## src/rtl/pio_edge_poller.sv

```systemverilog
// pio_edge_poller
// Avalon-MM initiator that periodically reads an edge-capturing PIO's
// edge-capture register, clears it when non-zero, and queues the captured
// value in a small first-word-fall-through event FIFO.
module pio_edge_poller #(
  parameter int WIDTH      = 18,
  parameter int POLL_DIV   = 1000,
  parameter int FIFO_DEPTH = 8,
  parameter int EDGE_ADDR  = 3
) (
  input  logic             clk,
  input  logic             reset_n,
  input  logic             enable,
  output logic [1:0]       m_address,
  output logic             m_chipselect,
  output logic             m_write_n,
  output logic [31:0]      m_writedata,
  input  logic [31:0]      m_readdata,
  output logic             ev_valid,
  output logic [WIDTH-1:0] ev_data,
  input  logic             ev_ready,
  output logic             overflow,
  input  logic             clr_overflow,
  output logic             busy
);

  localparam int CNT_W = $clog2(POLL_DIV) + 1;
  localparam int PTR_W = $clog2(FIFO_DEPTH);
  localparam int OCC_W = PTR_W + 1;

  localparam logic [CNT_W-1:0] POLL_LAST = CNT_W'(POLL_DIV - 1);
  localparam logic [OCC_W-1:0] OCC_FULL  = OCC_W'(FIFO_DEPTH);
  localparam logic [1:0]       ADDR_EDGE = 2'(EDGE_ADDR);

  typedef enum logic [1:0] {
    ST_IDLE  = 2'd0,
    ST_READ  = 2'd1,
    ST_RDATA = 2'd2,
    ST_CLEAR = 2'd3
  } state_t;

  state_t             r_state;
  state_t             w_state_next;
  logic [CNT_W-1:0]   r_poll_cnt;
  logic [WIDTH-1:0]   r_sample;
  logic [WIDTH-1:0]   w_rd_sample;

  logic [WIDTH-1:0]   r_mem [FIFO_DEPTH];
  logic [PTR_W-1:0]   r_wptr;
  logic [PTR_W-1:0]   r_rptr;
  logic [OCC_W-1:0]   r_count;
  logic               r_overflow;

  logic               w_poll_due;
  logic               w_push;
  logic               w_pop;
  logic               w_push_ok;

  // Only the captured field of the read data matters; upper bits are ignored.
  assign w_rd_sample = m_readdata[WIDTH-1:0];

  if (WIDTH < 32) begin : g_unused_hi
    logic w_unused_readdata;
    assign w_unused_readdata = ^m_readdata[31:WIDTH];
  end

  assign w_poll_due = enable && (r_poll_cnt == POLL_LAST);

  // State register; reset drops any transaction in flight.
  always_ff @(posedge clk or negedge reset_n) begin
    if (!reset_n) begin
      r_state <= ST_IDLE;
    end else begin
      r_state <= w_state_next;
    end
  end

  // Next-state: poll when the interval expires, clear only non-zero samples.
  always_comb begin
    w_state_next = r_state;
    case (r_state)
      ST_IDLE:  if (w_poll_due) w_state_next = ST_READ;
      ST_READ:  w_state_next = ST_RDATA;
      ST_RDATA: w_state_next = (w_rd_sample != '0) ? ST_CLEAR : ST_IDLE;
      ST_CLEAR: w_state_next = ST_IDLE;
      default:  w_state_next = ST_IDLE;
    endcase
  end

  // Bus strobes decoded from the state register only (glitch-free, no input paths).
  always_comb begin
    m_address    = 2'd0;
    m_chipselect = 1'b0;
    m_write_n    = 1'b1;
    case (r_state)
      ST_READ: begin
        m_address    = ADDR_EDGE;
        m_chipselect = 1'b1;
      end
      ST_RDATA: begin
        m_address    = ADDR_EDGE;
      end
      ST_CLEAR: begin
        m_address    = ADDR_EDGE;
        m_chipselect = 1'b1;
        m_write_n    = 1'b0;
      end
      default: begin
        m_address    = 2'd0;
      end
    endcase
  end

  assign m_writedata = 32'd0;
  assign busy        = (r_state != ST_IDLE);

  // Poll interval counter: runs only in IDLE while enabled, restarts on each poll.
  always_ff @(posedge clk or negedge reset_n) begin
    if (!reset_n) begin
      r_poll_cnt <= '0;
    end else if (r_state == ST_IDLE) begin
      if (!enable || (r_poll_cnt == POLL_LAST)) begin
        r_poll_cnt <= '0;
      end else begin
        r_poll_cnt <= r_poll_cnt + CNT_W'(1);
      end
    end
  end

  // Capture the slave's read data in the cycle it is valid.
  always_ff @(posedge clk or negedge reset_n) begin
    if (!reset_n) begin
      r_sample <= '0;
    end else if (r_state == ST_RDATA) begin
      r_sample <= w_rd_sample;
    end
  end

  // FIFO handshake: a pop frees a slot in the same cycle, so a full FIFO
  // still accepts a push when the consumer is draining.
  assign w_push    = (r_state == ST_CLEAR);
  assign w_pop     = ev_valid && ev_ready;
  assign w_push_ok = w_push && ((r_count < OCC_FULL) || w_pop);

  // Event storage; contents are meaningless outside the occupied range.
  always_ff @(posedge clk) begin
    if (w_push_ok) begin
      r_mem[r_wptr] <= r_sample;
    end
  end

  // Pointers and occupancy; pointers wrap naturally at a power-of-two depth.
  always_ff @(posedge clk or negedge reset_n) begin
    if (!reset_n) begin
      r_wptr  <= '0;
      r_rptr  <= '0;
      r_count <= '0;
    end else begin
      if (w_push_ok) r_wptr <= r_wptr + PTR_W'(1);
      if (w_pop)     r_rptr <= r_rptr + PTR_W'(1);
      case ({w_push_ok, w_pop})
        2'b10:   r_count <= r_count + OCC_W'(1);
        2'b01:   r_count <= r_count - OCC_W'(1);
        default: r_count <= r_count;
      endcase
    end
  end

  // Sticky drop flag; a new drop wins over a simultaneous clear.
  always_ff @(posedge clk or negedge reset_n) begin
    if (!reset_n) begin
      r_overflow <= 1'b0;
    end else if (w_push && !w_push_ok) begin
      r_overflow <= 1'b1;
    end else if (clr_overflow) begin
      r_overflow <= 1'b0;
    end
  end

  assign ev_valid = (r_count != '0);
  assign ev_data  = r_mem[r_rptr];
  assign overflow = r_overflow;

endmodule

```

## config.mk

```make
export PLATFORM = sky130hd
export DESIGN_NAME = pio_edge_poller
export DESIGN_NICKNAME = d
export VERILOG_FILES = /design/src/rtl/pio_edge_poller.sv
export SDC_FILE = /design/constraint.sdc
export NUM_CORES = 1
export LEC_CHECK = 0
export BUFFER_PORTS_ARGS = -buffer_cell sky130_fd_sc_hd__clkbuf_2
export CORE_ASPECT_RATIO = 1.1
export CORE_MARGIN = 2
export CORE_UTILIZATION = 26
export CTS_BUF_LIST = sky130_fd_sc_hd__clkbuf_2 sky130_fd_sc_hd__clkbuf_4 sky130_fd_sc_hd__clkbuf_8
export CTS_CLUSTER_SIZE = 20
export DETAILED_ROUTE_END_ITERATION = 6
export GPL_TIMING_DRIVEN = 0
export PLACE_DENSITY = 0.45
export SLEW_MARGIN = 0
export SYNTH_ARGS = -nofsm -noshare
export SYNTH_HDL_FRONTEND = slang
export SYNTH_SLANG_ARGS = --single-unit
```

## constraint.sdc

```tcl
create_clock -name clk -period 6.62 [get_ports clk]
set_input_delay 1.324 -clock clk [delete_from_list [all_inputs] [get_ports clk]]
set_output_delay 1.324 -clock clk [all_outputs]
set_load 0.1 [all_outputs]
```

# After elaboration in Yosys (flattened, before gate mapping)
# Memory sizes are Yosys's and may differ from the RTL's.
# Cells that the tools add are included.
# totals
memories	1
ram_bits	144
register_bits	42
elab_cells	49
# mem_list
memory	depth	width	read_ports	rd_ports_with_merged_regs	write_ports	line_no	rtl
r_mem	8	18	1	0	1	48	logic [WIDTH-1:0] r_mem [FIFO_DEPTH];
# classes
n_lt_le_gt_ge	1
eq_ne	7
n_mux	12
add_sub_neg	5
n_reduce_logical	16
# op_table
operator	count
nonzero test 18 bit	1
adder 11 x 1 -> 11 bit, second input constant	1
equality test 11 x 10 -> 1 bit, second input constant	1
2-to-1 mux 11 bit	1
one-hot mux 2 bit (4 select lines)	1
one-hot mux 4 bit (2 select lines)	1
adder 3 x 1 -> 3 bit, second input constant	2
equality test 2 bit, second input constant	3
2-to-1 mux 1 bit	6
2-to-1 mux 2 bit	3
nonzero test 2 bit	3
adder 4 x 1 -> 4 bit, second input constant	1
equality test 2 x 1 -> 1 bit, second input constant	2
logical AND 1 bit	4
less-than comparator 4 bit, second input constant	1
nonzero test 4 bit	1
subtractor 4 x 1 -> 4 bit, second input constant	1
OR reduction 3 bit	1
logical NOT 1 bit	2
logical NOT 2 bit	1
logical OR 1 bit	2
inequality test 2 bit, second input constant	1
OR reduction 2 bit	1

# Logic depth before layout (Yosys ltp)
# logic_depth
ltp_word	7
depth_mapped	9
mapped_depth_nobuf	9

# Worst setup path after synthesis
# No wires, ideal clock.
# synth_path
path_kind	input-to-reg
start	in ev_ready
end	mem r_mem[1][0] (enable)
slack_ns	3.018
n_path_buf	0
cell_stages	4
arrival_ns	3.186
path_cell_list	nand2b_1 -> nor2b_1 -> nand2_1 -> nor3_1
# synth_via
elab_chain_len	5
# synth_rtl
item	line_no	rtl
from (decl)	21	input logic ev_ready,
logical AND 1 bit	142	assign w_pop = ev_valid && ev_ready;
logical OR 1 bit	143	assign w_push_ok = w_push && ((r_count < OCC_FULL) || w_pop);
logical AND 1 bit	143	
2-to-1 mux 1 bit	147	if (w_push_ok) begin
2-to-1 mux 1 bit (implied by the code)	148	r_mem[r_wptr] <= r_sample;
to (decl)	48	
# Every way passes these cells.

# Worst setup path after layout
# layout_path
start	reg r_rptr[1]
end	out ev_data[16]
# layout_via
elab_chain_len	1
# layout_rtl
item	line_no	rtl
from (decl)	50	logic [PTR_W-1:0] r_rptr;
from (signal assigned)	160	if (w_pop) r_rptr <= r_rptr + PTR_W'(1);
memory (8 x 18 bit)	n/a	
to (decl)	20	output logic [WIDTH-1:0] ev_data,
# Every way passes these cells.

==> impl_metrics.ini <==
[run_status]
status = complete, no violations

[drt]
drt_iter0_markers = 225
ant_nets = 0
viasPerCell = 4.253
dr.pass1.iters = 4
routed_wl_um = 16180
drc = 0
vias = 3930
wl_per_cell_um = 17.51

[worst_setup_path]
crit_fanout = 10
reg2reg_to = r_count[3]
cp_slowest_cell = buf_1
crit_path_frequent_cell = clkbuf_2
startpoint_type = flop
worstPathCellList = clkbuf_2, buf_1, mux4_2, mux2_2, clkbuf_2
crit_start = r_rptr[1]
cp_data_required_time_ns = 5.30
worstRegToRegCells = 8
reg2reg_slack_ns = 3.79
crit_arrival_ns = 2.77
r2r-start = r_count[0]
slowest_delay_ns = 0.58
critPathCaptureType = primary output
crit_family = buffers and inverters
crit_buf_inv = 3
worst-setup-path-type = reg -> out

[die]
rows = 66
core-area_sq_um = 29560
die_x_um = 169.1
num_io_pins = 94
dieArea_sq_um = 31380
die_y_um = 185.6
initial_core_util_pct = 26.36

[synthesis]
ys_seq_elements = 186
yosysTopAreaCellShare_pct = 55.48
ys.flop_type = edfxtp_1
syn_inst = 429
synth-edff-count = 144
synth.largest_area_cell = edfxtp_1
ys_async_sr_fraction_pct = 22.58
yosys.cell_types.count = 42
syn-cell-area_sq_um = 7794
synth_area_per_cell_sq_um = 18.17
ys_top_cells_by_count = edfxtp_1 (144), dfrtp_1 (42), mux2_2 (38)
yosys-top-cells-area = edfxtp_1 (55%), dfrtp_1 (13%), mux4_1 (11%)
yosys_warnings = 0
yosysMostFrequentCell = edfxtp_1
synth_seq_area_share_pct = 68.97

[placed_design]
post-place-cells = 891
dp_slack_ns = 2.904
port_buffers = 47
place_congestion = 0.7131
hpwl_um = 10880

[sta]
hold_ws_ns = 0.5240
fmax_ghz = 0.2440
hold_violations = 0
fin_worst_skew_ns = 0.01425
max_slew.worst_pin.slew_ns = 0.8629
finalSetupTns_ns = 0
drv_slew = 0
layout_min_cycle_time_ns = 4.098
finalCritPeriodShare_pct = 61.91
relSlewSlack_pct = 42.47
postLayoutSetupSlackWorst_ns = 2.522
grt_setup_unrepaired = no
finalSetupViolCount = 0

[hold_path]
min_path_cells = 1
whs_endpoint = r_wptr[0]
min_from = r_wptr[0]
hold_class = reg -> reg

[global_route]
gr-total-overflow = 0
grt_start_max_net_pins = 43
grt_pass1_wl_um = 23830
grt_pass1_vias = 3930
grt.total_usage_pct = 10.51
antenna_found_initial = 0

[layout]
finalNetCount = 581
area_growth_pct = 18.25
diodes = 0
final-instance-count-excl-fill = 924
n_fill_cell = 2919
finalCoreUtilization_pct = 31.17
drive_above_1_share_pct = 33.27

[clock_tree]
cts-root-buf = clkbuf_8
cts_resized = 0
clkSinkCount = 186
post-cts-setup-buffers = 0
insertion_delay_ns = 0.45
cts_buffer_depth = 2
cts_hold_buf = 0
cts_tree = done
htreeDepth = 4
cts_buffers = 17
clkSlewWorstSetupHoldPaths_ns = 0.10

[power_and_ir_drop]
clkPwrFrac_pct = 17.0
swShare_pct = 45.17
internal_power_mw = 2.395
power_switching_mw = 1.973
p_leak_nw = 3.393
power.share.combinational_pct = 43.4
ir_worst_vdd_mv = 0.3136
powerDensity_nw_per_um2 = 473.9
p_seq_share_pct = 39.7

[job]
maxCapViolCount = 0
==> worst max path at each step <==
stage | to | depth (start not counted)
3_3_place_gp | r_mem[1][10] | 5
6_report | ev_data[16] | 5
3_5_place_dp | r_mem[0][10] | 7
2_1_floorplan | r_mem[1][0] | 4
4_1_cts | ev_data[12] | 5
5_1_grt | ev_data[15] | 5
==> worst reg2reg max path, delay by kind of cell (launching register included) <==
family          cells  cell delay [ns]
simple gates        2             0.82
buf+inv             1             0.06
compound gates      3             0.78
fa+ha+maj           2             0.61
flops               1             0.43
==> power by group through the flow <==
stage	clock network, mW	logic (mW)	registers, mW
after floorplan	0	1.60	1.70
after global placement	0	1.88	1.74
after detailed placement	0	1.92	1.76
after CTS	0.769	1.93	1.73
after global routing	0.811	2.00	1.77
final	0.741	1.90	1.73
==> cell type report <==
class,instances,area [sq um],share of cell area (%)
multi-input combinational,213,2171,23.55
clock buffer,18,247.7,2.688
sequential,186,5375,58.32
tap,374,467.9,5.077
buffer,46,332.8,3.611
inverter,15,56.30,0.6109
timing repair buffer,58,415.4,4.507
clock inverter,14,150.1,1.629
==> metal layers <==
metal,wire (um),vias to the layer above,track usage (%)
met3,680,9,2.552
li1,-,1841,-
met5,0,-,0
met2,8264,100,18.03
met1,7106,1980,13.27
met4,131,0,2.974
==> cells in the final DEF (no fill, tap or decap), drive strengths merged, types with 2 or more instances in the layout <==
master | netlist | routed
o21ai | 9 | 9
xor2 | 4 | 4
conb | 1 | 32
clkbuf | 3 | 67
edfxtp | 144 | 144
or4 | 3 | 3
dfrtp | 42 | 42
ha | 6 | 6
nand3 | 6 | 6
nand2b | 5 | 5
nor2 | 16 | 16
buf | 43 | 55
clkinv | 0 | 4
xnor2 | 8 | 8
mux2 | 38 | 38
nand4 | 3 | 3
clkinvlp | 0 | 2
inv | 15 | 23
nor3 | 7 | 7
nand2 | 17 | 17
mux4 | 36 | 36
a21oi | 3 | 3
nor4 | 5 | 5
==> cells by family (layout without fill, tap and decap cells) <==
| family | Yosys count | count (layout) | synth area share (%) |
|---|---|---|---|
| DFF | 186 | 186 | 68.97 |
| other | 1 | 32 | 0.04812 |
| xor gates and xnor gates | 12 | 12 | 1.349 |
| muxes | 75 | 75 | 17.56 |
| and+or+nand+nor | 70 | 70 | 4.592 |
| adders and majority gates | 7 | 7 | 1.220 |
| buffers and inverters | 61 | 151 | 4.993 |
| AOI/OAI and AO/OA | 17 | 17 | 1.268 |
==> sequential cells by signal, indices dropped and copies added (netlist names) <==
register and flops:
r_mem 144, r_sample 18, r_poll_cnt 11, r_count 4, r_rptr 3, r_wptr 3, r_state 2, overflow 1
==> stage by stage <==
stage,power (mW),cell area [sq um]
global route,4.574,9216
finish,4.368,9216
CTS,4.432,9196
detailed placement,3.682,8798
global placement,3.618,8613
floorplan,3.299,7910
Note: power is estimated with default switching activity, not from simulation.
